[src/rtl/fetch_stage.sv]
// Instruction-fetch stage: PC register, next-PC selection and IF/ID pipeline register.
// Optional DELAY_SLOT_EN keeps the fetched delay-slot instruction on a taken branch.
module fetch_stage #(
  parameter logic [31:0] RESET_PC   = 32'h0000_3000,
  parameter logic [31:0] EXC_VECTOR = 32'h0000_4180
) (
  input  logic        clk,
  input  logic        reset,
  input  logic        stall,
  input  logic        branch_taken,
  input  logic [31:0] branch_target,
  input  logic        d_is_jump,
  input  logic        exc_req,
  input  logic        eret_req,
  input  logic [31:0] epc,
  output logic [31:0] pc_o,
  input  logic [31:0] im_instr,
  input  logic        im_adel,
  output logic [31:0] d_instr,
  output logic [31:0] d_pc,
  output logic [4:0]  d_exccode,
  output logic        d_bd,
  output logic        d_valid
);

  localparam logic [4:0] EXC_ADEL = 5'd4;

  logic [31:0] r_pc;
  logic [31:0] r_d_instr;
  logic [31:0] r_d_pc;
  logic [4:0]  r_d_exccode;
  logic        r_d_valid;
  logic [31:0] w_pc_plus4;
  logic [31:0] w_fetch_instr;
  logic [4:0]  w_fetch_exccode;

  // Wraps modulo 2^32; an out-of-range result is reported by im_adel on fetch.
  assign w_pc_plus4      = r_pc + 32'd4;
  assign w_fetch_instr   = im_adel ? 32'd0 : im_instr;
  assign w_fetch_exccode = im_adel ? EXC_ADEL : 5'd0;

  always_ff @(posedge clk or posedge reset) begin
    if (reset) begin
      r_pc        <= RESET_PC;
      r_d_instr   <= 32'd0;
      r_d_pc      <= 32'd0;
      r_d_exccode <= 5'd0;
      r_d_valid   <= 1'b0;
    end else if (exc_req) begin
      r_pc        <= EXC_VECTOR;
      r_d_instr   <= 32'd0;
      r_d_pc      <= EXC_VECTOR;
      r_d_exccode <= 5'd0;
      r_d_valid   <= 1'b0;
    end else if (eret_req) begin
      r_pc        <= epc;
      r_d_instr   <= 32'd0;
      r_d_pc      <= epc;
      r_d_exccode <= 5'd0;
      r_d_valid   <= 1'b0;
    end else if (!stall) begin
      r_pc   <= branch_taken ? branch_target : w_pc_plus4;
      r_d_pc <= r_pc;
`ifdef DELAY_SLOT_EN
      r_d_instr   <= w_fetch_instr;
      r_d_exccode <= w_fetch_exccode;
      r_d_valid   <= 1'b1;
`else
      // Without delay slots the fall-through fetch is squashed into a bubble.
      r_d_instr   <= branch_taken ? 32'd0 : w_fetch_instr;
      r_d_exccode <= branch_taken ? 5'd0 : w_fetch_exccode;
      r_d_valid   <= !branch_taken;
`endif
    end
  end

`ifdef DELAY_SLOT_EN
  logic r_d_bd;

  always_ff @(posedge clk or posedge reset) begin
    if (reset) begin
      r_d_bd <= 1'b0;
    end else if (exc_req || eret_req) begin
      r_d_bd <= 1'b0;
    end else if (!stall) begin
      r_d_bd <= d_is_jump;
    end
  end

  assign d_bd = r_d_bd;
`else
  logic w_unused_is_jump;

  assign w_unused_is_jump = d_is_jump;
  assign d_bd             = 1'b0;
`endif

  assign pc_o      = r_pc;
  assign d_instr   = r_d_instr;
  assign d_pc      = r_d_pc;
  assign d_exccode = r_d_exccode;
  assign d_valid   = r_d_valid;

endmodule

[config.mk]
export PLATFORM = sky130hd
export DESIGN_NAME = fetch_stage
export DESIGN_NICKNAME = d
export VERILOG_FILES = /design/src/rtl/fetch_stage.sv
export SDC_FILE = /design/constraint.sdc
export NUM_CORES = 1
export LEC_CHECK = 0
export ABC_AREA = 1
export BUFFER_PORTS_ARGS = -buffer_cell sky130_fd_sc_hd__buf_4
export CAP_MARGIN = 15
export CELL_PAD_IN_SITES_DETAIL_PLACEMENT = 1
export CELL_PAD_IN_SITES_GLOBAL_PLACEMENT = 2
export CORE_MARGIN = 1.5
export CORE_UTILIZATION = 26
export CTS_CLUSTER_SIZE = 14
export DETAILED_ROUTE_END_ITERATION = 10
export HOLD_SLACK_MARGIN = 0.03
export PLACE_DENSITY_LB_ADDON = 0.1
export SYNTH_ARGS = -nofsm -noshare
export SYNTH_HDL_FRONTEND = slang
export SYNTH_SLANG_ARGS = --single-unit
[constraint.sdc]
create_clock -name clk -period 3.8 [get_ports clk]
set_input_delay 0.95 -clock clk [delete_from_list [all_inputs] [get_ports clk]]
set_output_delay 0.95 -clock clk [all_outputs]
set_load 0.01 [all_outputs]
==> results.cfg <==
[clock_network]
cts_buffers = 9
cts_setup_buffers = 0
clockBufferDepth = 2
clk_pin_slew_ps = 70
cts.sinks = 98
cts-root-buf = clkbuf_16
cts_tree = yes
hold_buffers = 0
cts_resized = 0
insertion_delay_ps = 360
htree_num_levels = 3

[drt]
viasPerCell = 4.639
routed_wl_mm = 20.49
wl_per_cell_um = 16.98
drt_iter0_markers = 228
drc_errors = 0
num_vias = 5599
antenna_left = 0
firstDrtPassIters = 4

[global_route]
antenna_found_initial = 0
grt_pass1_wl_mm = 32.44
grt_usage_pct = 19.24
overflow = 0
grt_pass1_vias = 5982
grt_max_degree = 83

[floorplanning]
fp-row-count = 52
num_io_pins = 207
die_height_um = 147.1
initial_core_util_pct = 26.58
design.die.area_um2 = 21620
core_um2 = 20300
die_x_um = 147.1

[yosys]
yosysSeqAreaShare_pct = 45.50
synth_xor_area_share_pct = 1.461
synth-seq-cells = 98
netlist_area_um2 = 5395
synth_cells = 752
yosys.area_share.simple_pct = 31.66
synth_top_family_by_area = simple AND/OR/NAND/NOR gates
synth_edf_count = 0
avgSynthCellArea_um2 = 7.174
synth-adder-area-share_pct = 0.2319
synthFlopType = dfrtp_1
synth_compound_area_share_pct = 14.63
yosysUniqueCellTypes = 32
synthMuxAreaShare_pct = 0
yosysWarnings = 0
synth-async-reset-ratio_pct = 100.0

[job]
maxCapViolCount = 0

[worst_setup_path]
cp-start-kind = primary input
cp.arrival_ps = 2740
rrSetupSlack_ps = 1970
critPathCaptureType = flop
rr_worst_depth = 12
critPathMaxFanout = 23
r2r-start = pc_o[3]$_DFFE_PP0P_
required_ps = 4090
path_class = primary input to flop
r2r_end = pc_o[30]$_DFFE_PP0P_

[sta]
rsz0062_at_grt = false
fin_crit_ps = 2446
hold_viol_final = 0
setup_viol = 0
fin_skew_ps = 7.655
finalSetupTns_ps = 0
slew_headroom_pct = 33.45
max_freq_mhz = 408.8
slew_viol_final = 0
tightest_slew_ps = 997.2
min_period_over_period_pct = 64.37
setup_ws_ps = 1354

[place]
place_ws_ps = 920.1
place_area_um2 = 7119
portBuffers = 200
gp_congestion = 0.8851
dp_hpwl_mm = 14.92

[pwr]
leakage_nw = 3.674
ir_drop_mv = 0.2578
sw_frac_of_total_pct = 31.47
seqPwrFrac_pct = 45.2
p_int_mw = 1.792
p_switching_mw = 0.8228
p_clk_share_pct = 36.0
p_comb_share_pct = 18.7
cellPowerDensity_nw_per_um2 = 352.8

[cells_and_area]
layout.area.seq_um2 = 2455
final_core_util_pct = 36.51
stdcell_area_um2 = 7412
final_layout_size_suffix_gt1_share_pct = 27.53
multi_input_area_um2 = 2608
final_nets = 1037
antennaDiodeCount = 0
n_fill_cell = 2577
syn_to_final_growth_pct = 37.38

[hold_path]
hp-class = flop to flop
min_to = d_pc[21]$_DFFE_PP0P_
hold_path_depth = 2
hold_start = d_pc[21]$_DFFE_PP0P_

[run_status]
status = completed
cell families (layout without fill, tap and decap cells):
kind of cell	Yosys count	in the layout
AOI/OAI and AO/OA	147	147
adders and majority gates	1	1
xor gates and xnor gates	9	9
buffers and inverters	82	263
other	1	5
DFF	98	98
and+or+nand+nor	414	414
flip-flops by register name, indices dropped and copies added (netlist names):
signal and count:
d_valid 1, d_instr 32, pc_o 32, d_exccode 1, d_pc 32
through the flow:
stage,instances,hold WS (ps),power [mW]
2_1_floorplan,756,500.4,1.425
3_3_place_gp,1191,463.3,1.690
3_5_place_dp,1191,471.1,1.704
4_1_cts,1207,491.6,2.664
5_1_grt,1207,508.9,2.755
6_report,1207,483.9,2.615
Yosys cell counts (all sizes together), types with 2 or more instances:
library cell	instances	area share, %
nand4	3	0.35
o22ai	5	0.58
a21oi	36	3.3
nor2	107	9.0
dfrtp	96	45
inv	40	2.8
xor2	6	0.97
buf	22	2.3
xnor2	3	0.49
nand3	21	1.9
a21boi	2	0.28
a31oi	2	0.23
dfstp	2	0.97
nand2	281	20
o211ai	2	0.28
o21ai	90	8.3
o21bai	2	0.28
a22o	8	1.3
clkbuf	20	1.4
power by group through the flow:
stage | combinational (mW) | clock (mW) | sequential, mW
6_report | 0.490 | 0.942 | 1.18
5_1_grt | 0.546 | 1.01 | 1.19
4_1_cts | 0.502 | 0.979 | 1.18
3_5_place_dp | 0.500 | 0 | 1.20
3_3_place_gp | 0.489 | 0 | 1.20
2_1_floorplan | 0.215 | 0 | 1.21
worst max path at each step:
stage | from | endpoint | slack [ps] | cells after the start
detailed placement | eret_req | d_pc[6]$_DFFE_PP0P_ | 920 | 9
CTS | eret_req | d_pc[6]$_DFFE_PP0P_ | 1300 | 9
global placement | eret_req | pc_o[14]$_DFFE_PP0P_ | 980 | 8
finish | eret_req | d_pc[6]$_DFFE_PP0P_ | 1350 | 9
global route | eret_req | d_pc[6]$_DFFE_PP0P_ | 1170 | 9
floorplan | reset | d_exccode[2]$_DFFE_PP0P_ | 290 | 1
critical path, cell delays in order:
cell and delay [ps]:
buf_4 120, nor2_2 70, nand2_4 190, inv_2 80, nor2_4 440, inv_2 390, nor2_1 240, o21ai_0 140
nand2_1 110
layer usage:
metal	track usage [%]	vias up	share of wire (%)
li1	-	2744	-
met1	21.90	2697	41
met2	34.65	142	51
met3	6.304	16	7.2
met4	4.650	0	1.3
met5	0	-	0
layout by cell type, fill, tap and decap left out, drive strengths merged:
cell type and n:
or2 1, ha 1, a21boi 2, dfrtp 96
a22o 8, a21oi 36, xor2 6, nor2 107
nand3b 1, a31oi 2, o21ai 90, o211ai 2
inv 45, xnor2 3, clkinvlp 1, conb 5
nand2 281, dfstp 2, nand4 3, o21bai 2
clkbuf 9, nand3 21, buf 207, clkinv 1
o22ai 5
cell type report:
class / count / area share, %
Tap cell: 270 / 4.558
Timing Repair Buffer: 207 / 21.13
Inverter: 40 / 2.059
Clock buffer: 9 / 3.038
Multi-Input combinational cell: 576 / 35.18
Sequential cell: 98 / 33.12
Clock inverter: 7 / 0.9115
Power figures use the tool's default switching activity.
